<file path="src/rtl/adder_pkg.sv">
// Shared definitions for the adder operand loader: FSM encoding, default widths
// and the beat-counter width helper.
package adder_pkg;

    typedef enum logic [1:0] {
        LOAD_A  = 2'd0,
        LOAD_B  = 2'd1,
        PRESENT = 2'd2
    } load_state_e;

    localparam int DEFAULT_DATA_W = 64;
    localparam int DEFAULT_BEAT_W = 16;

    // A single-beat operand still needs a one-bit counter to stay legal.
    function automatic int beat_cnt_width(input int beats);
        return (beats > 1) ? $clog2(beats) : 1;
    endfunction

endpackage

</file>
<file path="src/rtl/beat_slice_reg.sv">
// DATA_W-wide register written one BEAT_W slice at a time, selected by idx_i.
// Asynchronous active-low reset clears the whole word.
module beat_slice_reg #(
    parameter int DATA_W = 64,
    parameter int BEAT_W = 16,
    parameter int IDX_W  = 2
) (
    input  logic              clk,
    input  logic              rst_n,
    input  logic              we_i,
    input  logic [IDX_W-1:0]  idx_i,
    input  logic [BEAT_W-1:0] data_i,
    output logic [DATA_W-1:0] q_o
);

    localparam int BEATS = DATA_W / BEAT_W;

    logic [DATA_W-1:0] q_q;

    always_ff @(posedge clk or negedge rst_n) begin
        if (!rst_n) begin
            q_q <= '0;
        end else if (we_i) begin
            for (int i = 0; i < BEATS; i++) begin
                if (idx_i == IDX_W'(i)) begin
                    q_q[i*BEAT_W +: BEAT_W] <= data_i;
                end
            end
        end
    end

    assign q_o = q_q;

endmodule

</file>
<file path="src/rtl/add_operand_loader.sv">
// Assembles LSB-first beats into a/b/cin operand words for the adder wrapper.
// Optional framing check on in_last with err pulse: OPERAND_LOADER_LAST_CHK_EN.
module add_operand_loader
    import adder_pkg::*;
#(
    parameter int DATA_W = DEFAULT_DATA_W,
    parameter int BEAT_W = DEFAULT_BEAT_W
) (
    input  logic              clk,
    input  logic              rst_n,
    input  logic              in_valid,
    output logic              in_ready,
    input  logic [BEAT_W-1:0] in_data,
    input  logic              in_cin,
`ifdef OPERAND_LOADER_LAST_CHK_EN
    input  logic              in_last,
`endif
    output logic              out_valid,
    input  logic              out_ready,
    output logic [DATA_W-1:0] a,
    output logic [DATA_W-1:0] b,
    output logic              cin
`ifdef OPERAND_LOADER_LAST_CHK_EN
    ,
    output logic              err
`endif
);

    localparam int BEATS = DATA_W / BEAT_W;
    localparam int CNT_W = beat_cnt_width(BEATS);
    localparam logic [CNT_W-1:0] LAST_CNT = CNT_W'(BEATS - 1);

    load_state_e      state_q, state_d;
    logic [CNT_W-1:0] cnt_q, cnt_d;
    logic             cin_q, cin_d;
    logic             out_valid_q, out_valid_d;
    logic             accept;
    logic             final_b;
    logic             we_a, we_b;
`ifdef OPERAND_LOADER_LAST_CHK_EN
    logic             err_q, err_d;
`endif

    assign in_ready = (state_q != PRESENT);
    assign accept   = in_valid && in_ready;
    assign final_b  = (state_q == LOAD_B) && (cnt_q == LAST_CNT);
    assign we_a     = accept && (state_q == LOAD_A);
    assign we_b     = accept && (state_q == LOAD_B);

    always_comb begin
        state_d = state_q;
        cnt_d   = cnt_q;
        cin_d   = cin_q;
`ifdef OPERAND_LOADER_LAST_CHK_EN
        err_d   = 1'b0;
`endif
        case (state_q)
            LOAD_A: begin
                if (accept) begin
                    if (cnt_q == LAST_CNT) begin
                        cnt_d   = '0;
                        state_d = LOAD_B;
                    end else begin
                        cnt_d = cnt_q + 1'b1;
                    end
                end
            end
            LOAD_B: begin
                if (accept) begin
                    if (cnt_q == LAST_CNT) begin
                        cin_d   = in_cin;
                        cnt_d   = '0;
                        state_d = PRESENT;
                    end else begin
                        cnt_d = cnt_q + 1'b1;
                    end
                end
            end
            PRESENT: begin
                if (out_ready) begin
                    state_d = LOAD_A;
                end
            end
            default: begin
                state_d = LOAD_A;
                cnt_d   = '0;
            end
        endcase
`ifdef OPERAND_LOADER_LAST_CHK_EN
        // An early marker abandons the partial pair; a missing one only flags it.
        if (accept) begin
            if (in_last && !final_b) begin
                err_d   = 1'b1;
                cnt_d   = '0;
                state_d = LOAD_A;
            end else if (!in_last && final_b) begin
                err_d = 1'b1;
            end
        end
`endif
        out_valid_d = (state_d == PRESENT);
    end

    always_ff @(posedge clk or negedge rst_n) begin
        if (!rst_n) begin
            state_q     <= LOAD_A;
            cnt_q       <= '0;
            cin_q       <= 1'b0;
            out_valid_q <= 1'b0;
`ifdef OPERAND_LOADER_LAST_CHK_EN
            err_q       <= 1'b0;
`endif
        end else begin
            state_q     <= state_d;
            cnt_q       <= cnt_d;
            cin_q       <= cin_d;
            out_valid_q <= out_valid_d;
`ifdef OPERAND_LOADER_LAST_CHK_EN
            err_q       <= err_d;
`endif
        end
    end

    beat_slice_reg #(
        .DATA_W (DATA_W),
        .BEAT_W (BEAT_W),
        .IDX_W  (CNT_W)
    ) u_a_reg (
        .clk    (clk),
        .rst_n  (rst_n),
        .we_i   (we_a),
        .idx_i  (cnt_q),
        .data_i (in_data),
        .q_o    (a)
    );

    beat_slice_reg #(
        .DATA_W (DATA_W),
        .BEAT_W (BEAT_W),
        .IDX_W  (CNT_W)
    ) u_b_reg (
        .clk    (clk),
        .rst_n  (rst_n),
        .we_i   (we_b),
        .idx_i  (cnt_q),
        .data_i (in_data),
        .q_o    (b)
    );

    assign out_valid = out_valid_q;
    assign cin       = cin_q;
`ifdef OPERAND_LOADER_LAST_CHK_EN
    assign err       = err_q;
`endif

endmodule
</file>
<file path="config.mk">
export PLATFORM = sky130hd
export DESIGN_NAME = add_operand_loader
export DESIGN_NICKNAME = d
export VERILOG_FILES = /design/src/rtl/adder_pkg.sv /design/src/rtl/beat_slice_reg.sv /design/src/rtl/add_operand_loader.sv
export SDC_FILE = /design/constraint.sdc
export NUM_CORES = 1
export LEC_CHECK = 0
export ABC_CLOCK_PERIOD_IN_PS = 2200
export CAP_MARGIN = 20
export CELL_PAD_IN_SITES_DETAIL_PLACEMENT = 1
export CELL_PAD_IN_SITES_GLOBAL_PLACEMENT = 1
export CORE_MARGIN = 2
export CORE_UTILIZATION = 31
export DETAILED_ROUTE_END_ITERATION = 12
export DONT_BUFFER_PORTS = 1
export GPL_ROUTABILITY_DRIVEN = 0
export GPL_TIMING_DRIVEN = 0
export PLACE_DENSITY = 0.48
export SYNTH_ARGS = -nofsm -noshare
export SYNTH_HDL_FRONTEND = slang
export SYNTH_SLANG_ARGS = --single-unit
</file>
<file path="constraint.sdc">
create_clock -name clk -period 2.2 [get_ports clk]
set_input_delay 0.11 -clock clk [delete_from_list [all_inputs] [get_ports clk]]
set_output_delay 0.11 -clock clk [all_outputs]
set_load 0.005 [all_outputs]
</file>
After elaboration in Yosys (flattened, before gate mapping) --
Index checks and enable logic that the tools add are counted.
Storage, ports and cells: input bits 21, word-level logic and storage cells 47, register bits 134, output and inout port bits 131
Cells by class: reduce and logical (&&, ||, !) cells 16, equality and inequality tests 8, mux-type cells 9, $add $sub $neg 1, bitwise gates (word level) 1
Operators by type and width (count):
- 2-bit AND reduction | 9
- 2-bit two-way mux | 7
- 2-bit == test, second input constant | 4
- 2-bit one-hot mux with 3 select lines | 1
- 2-bit by 1-bit == test with 1-bit output, second input constant | 2
- 2-bit logical NOT | 2
- 2-bit one-hot mux with 2 select lines | 1
- 1-bit logical AND | 3
- 3-bit AND reduction | 1
- 2-bit by 1-bit adder with 2-bit output, second input constant | 1
- 2-bit by 1-bit != test with 1-bit output, second input constant | 1
- 2-bit != test, second input constant | 1
- 2-bit OR reduction | 1
- 1-bit NOT | 1

Logic depth before layout (Yosys ltp) --
depth in word-level cells 5, depth in mapped cells 5, mapped depth without buffers 4

Cells and area by module --
A second synthesis with hierarchy kept.
Unflattened totals: cell total of the unflattened synthesis 296, area, all modules 5116.2 um^2
Modules (own cells, without submodules):
- beat_slice_reg | seq. area each 1601.5 um^2, times used 2, area each 2411.1 um^2, cells each 136
- add_operand_loader | seq. area each 150.1 um^2, times used 1, area each 294.0 um^2, cells each 24

Worst setup path after synthesis --
No wires, ideal clock.
path kind flip-flop to flip-flop, start point register cnt_q[0], end point register u_a_reg.q_q[10] (netlist: u_a_reg.q_o[10]), stages on the path, launching flop included 6, period minus slack after synthesis 1.671 ns, path buffers 1, arrival 1.547 ns, required time 2.075 ns, library setup time 0.125 ns, path slack 0.529 ns, cells stage by stage dfrtp_1 > inv_1 > ha_1 > nor3b_4 > buf_6 > mux2_2
Between the ends: word-level cells in the longest chain between the ends 2
Ends and longest elaborated chain:
- start, declared | RTL line add_operand_loader.sv:34 | logic [CNT_W-1:0] cnt_q, cnt_d;
- start signal, assigned | RTL line add_operand_loader.sv:115 | cnt_q <= cnt_d;
- 2-bit logical NOT | RTL line beat_slice_reg.sv:25 | if (idx_i == IDX_W'(i)) begin
- 2-bit AND reduction (no source line)
- end signal, assigned by index | RTL line beat_slice_reg.sv:26 | q_q[i*BEAT_W +: BEAT_W] <= data_i;
- end, declared | RTL line beat_slice_reg.sv:18 | logic [DATA_W-1:0] q_q;
Every way passes these cells. A chain may end at the register's enable or synchronous reset.

Worst setup path in the final report --
start point register cnt_q[0], end point register u_a_reg.q_q[38] (netlist: u_a_reg.q_o[38])
Between the ends: word-level cells in the longest chain between the ends 2
Ends and longest elaborated chain (RTL line):
- 2-bit == test | beat_slice_reg.sv:25
- 2-bit AND reduction (no source line)
Every way passes these cells.

==> results.json <==
{
  "min_path_type": "in -> async",
  "die_h_um": 135,
  "grt_pass1_vias": 3067,
  "hold_violations": 134,
  "post_cts.repair.setup_buffers": 0,
  "cts_buffer_depth": 2,
  "core_um2": 16600,
  "cts_sinks": 134,
  "htree_levels": 4,
  "cp_data_required_time_ns": 2.49,
  "cp_slowest_cell": "nor3b_4",
  "slew_headroom": 0.620,
  "p_comb_frac": 0.228,
  "fmax_mhz": 490,
  "status": "complete, but fails checks",
  "synth_cells": 301,
  "vdd_drop_max_mv": 0.543,
  "num_antenna_cells": 0,
  "pre_cts_ws_ns": 0.120,
  "drv_cap": 0,
  "final.setup.tns_ns": 0,
  "grt_usage": 0.147,
  "seqPwrFrac": 0.483,
  "post-route-util": 0.383,
  "p_int_w": 0.00705,
  "cts_hold_buf": 19,
  "worst_slack_ns": 0.160,
  "wl_per_cell_um": 22.3,
  "design_area_um2": 6370,
  "ant_nets": 0,
  "drive_gt1_frac": 0.504,
  "yosys_warnings": 0,
  "swShare": 0.290,
  "fin_nets": 364,
  "p_per_area_nw_per_um2": 1560,
  "drt_iter0_drc": 89,
  "ios": 152,
  "crit_chain": "inv_1 > ha_1 > nor3b_4 > buf_6 > mux2_2",
  "synth_seq_area_share": 0.632,
  "row_count": 47,
  "clk_pin_slew_ns": 0.05,
  "die_w_um": 135,
  "port-buffer-count": 0,
  "fin_skew_ns": 0.00660,
  "cts_made_buffers": 17,
  "cp-start-kind": "register",
  "finalCritPeriodShare": 0.927,
  "holdWs_ns": -0.602,
  "violations": "negative hold slack",
  "cts_root_buf": "clkbuf_16",
  "drv_slew": 0,
  "critPathCaptureType": "register",
  "vias": 2709,
  "die_area_um2": 18200,
  "cts-resized-gates": 0,
  "hpwl_um": 8330,
  "cp.arrival_ns": 2.33,
  "grt_max_degree": 135,
  "ff2ff_setup_slack_ns": 0.16,
  "synth_cell_types": 21,
  "synth_area_per_cell_um2": 17.6,
  "syn-cell-area_um2": 5300,
  "path_max_fanout": 10,
  "switching_power_w": 0.00288,
  "max_stage_delay_ns": 0.50,
  "netlist.area_leader.share": 0.632,
  "place_area_um2": 5580,
  "viasPerCell": 4.74,
  "fin_crit_ns": 2.04,
  "cts_tree": "done",
  "power_frac_clock": 0.289,
  "routed_wl_um": 12800,
  "ys_ff_latch": 134,
  "critical_path_class": "reg -> reg",
  "first_pass_iters": 3,
  "max_slew.worst_pin.slew_ns": 0.569,
  "grt_pass1_wl_um": 19100,
  "overflow": 0,
  "worstSkewPairLatency_ns": 0.41,
  "area_delta_synth_final_pct": 20.1,
  "synthesis.nets": 326,
  "start_util": 0.319,
  "drc": 0,
  "leakagePower_nw": 2.83,
  "rsz0062_at_grt": "no",
  "synth.largest_area_cell": "dfrtp_1",
  "setup_viol": 0,
  "antenna_found_initial": 0,
  "synth_area_leaders": "dfrtp_1, mux2_2, mux2_4, buf_6, nor3b_4"
}
## power groups by stage
stage               Combinational, W  Clock (W)  Sequential (W)
floorplan                    0.00194          0         0.00443
global placement             0.00216          0         0.00487
detailed placement           0.00225          0         0.00488
CTS                          0.00232    0.00296         0.00485
global route                 0.00249    0.00308         0.00499
finish                       0.00227    0.00287         0.00480
## per-layer routing
metal / global-route usage / share of wire / vias to the layer above
met3: 0.0856 / 0.11 / 9
met1: 0.173 / 0.41 / 1442
met2: 0.224 / 0.47 / 108
met5: 0 / 0 / -
met4: 0.0491 / 0.011 / 0
li1: - / - / 1150
## final timing paths
kind / from / endpoint / depth (start not counted)
worst max-delay path: cnt_q[0]$_DFFE_PN0P_ / u_a_reg.q_o[38]$_DFFE_PN0P_ / 5
worst min-delay path: rst_n / u_b_reg.q_o[40]$_DFFE_PN0P_ / 0
worst max register to register: cnt_q[0]$_DFFE_PN0P_ / u_a_reg.q_o[38]$_DFFE_PN0P_ / 5
worst min register to register: u_b_reg.q_o[57]$_DFFE_PN0P_ / u_b_reg.q_o[57]$_DFFE_PN0P_ / 1
max in group asynchronous: rst_n / u_b_reg.q_o[15]$_DFFE_PN0P_ / 0
min in group clk: in_valid / u_a_reg.q_o[32]$_DFFE_PN0P_ / 3
## cell type report
type / instances / area [um2]
Clock buffer: 23 / 478
Multi-Input combinational cell: 154 / 1840
Timing Repair Buffer: 19 / 190
Sequential cell: 134 / 3350
Buffer: 11 / 101
Inverter: 2 / 7.51
Clock inverter: 8 / 123
Tap cell: 220 / 275
Fill cell: 1643 / 10300
## state kept, by name, summed over array words and instances, names as in the netlist
name and flops:
cnt_q 2, out_valid 1, state_q 2, u_a_reg.q_o 64, cin 1, u_b_reg.q_o 64
## metrics by stage
step / total power (W) / cells
after floorplan: 0.00638 / 301
after global placement: 0.00702 / 521
after detailed placement: 0.00713 / 521
after CTS: 0.0101 / 571
after global routing: 0.0106 / 571
final: 0.00994 / 571
## cell usage after synthesis
cell and number:
xor2_1 1, buf_2 3, nor3_4 1, nand4b_1 1, dfrtp_1 134, nor3b_4 3
buf_4 1, o21ai_0 2, ha_1 4, o22ai_1 2, nand2_1 1, nor2_1 2
and2b_2 1, mux2i_1 2, nand2b_1 1, inv_1 2, mux2_4 30, mux2_2 99
nand2b_4 1, buf_6 7, nand3_4 3
## placed cells by master, fill, tap and decap left out
cell | netlist | final
nand2_1 | 1 | 1
mux2_4 | 30 | 30
nor3b_4 | 3 | 3
xor2_1 | 1 | 1
nor2_1 | 2 | 2
buf_2 | 3 | 3
ha_1 | 4 | 4
nor3_4 | 1 | 1
inv_1 | 2 | 2
dlygate4sd3_1 | 0 | 19
nand4b_1 | 1 | 1
nand2b_4 | 1 | 1
clkbuf_16 | 0 | 17
clkbuf_1 | 0 | 3
clkbuf_8 | 0 | 3
nand3_4 | 3 | 3
buf_4 | 1 | 1
bufinv_16 | 0 | 3
clkinvlp_4 | 0 | 3
dfrtp_1 | 134 | 134
mux2_2 | 99 | 99
clkinv_2 | 0 | 2
buf_6 | 7 | 7
o22ai_1 | 2 | 2
nand2b_1 | 1 | 1
o21ai_0 | 2 | 2
and2b_2 | 1 | 1
mux2i_1 | 2 | 2
## critical path: cells and delay by family (launching register included)
kind,cells,cell delay [ns]
muxes,1,0.35
DFF,1,0.42
adders and majority gates,1,0.25
and+or+nand+nor,1,0.50
buffers and inverters,2,0.40
## cell families (layout without fill, tap and decap cells)
| kind of cell | count (synthesis) | count (layout) | share of synthesized area |
|---|---|---|---|
| DFF | 134 | 134 | 0.632 |
| muxes | 131 | 131 | 0.299 |
| and+or+nand+nor | 14 | 14 | 0.0328 |
| buffers and inverters | 13 | 63 | 0.0205 |
| adders and majority gates | 4 | 4 | 0.00944 |
| AOI/OAI and AO/OA | 4 | 4 | 0.00425 |
| xor gates and xnor gates | 1 | 1 | 0.00165 |
Note: power is estimated with default switching activity, not from simulation.
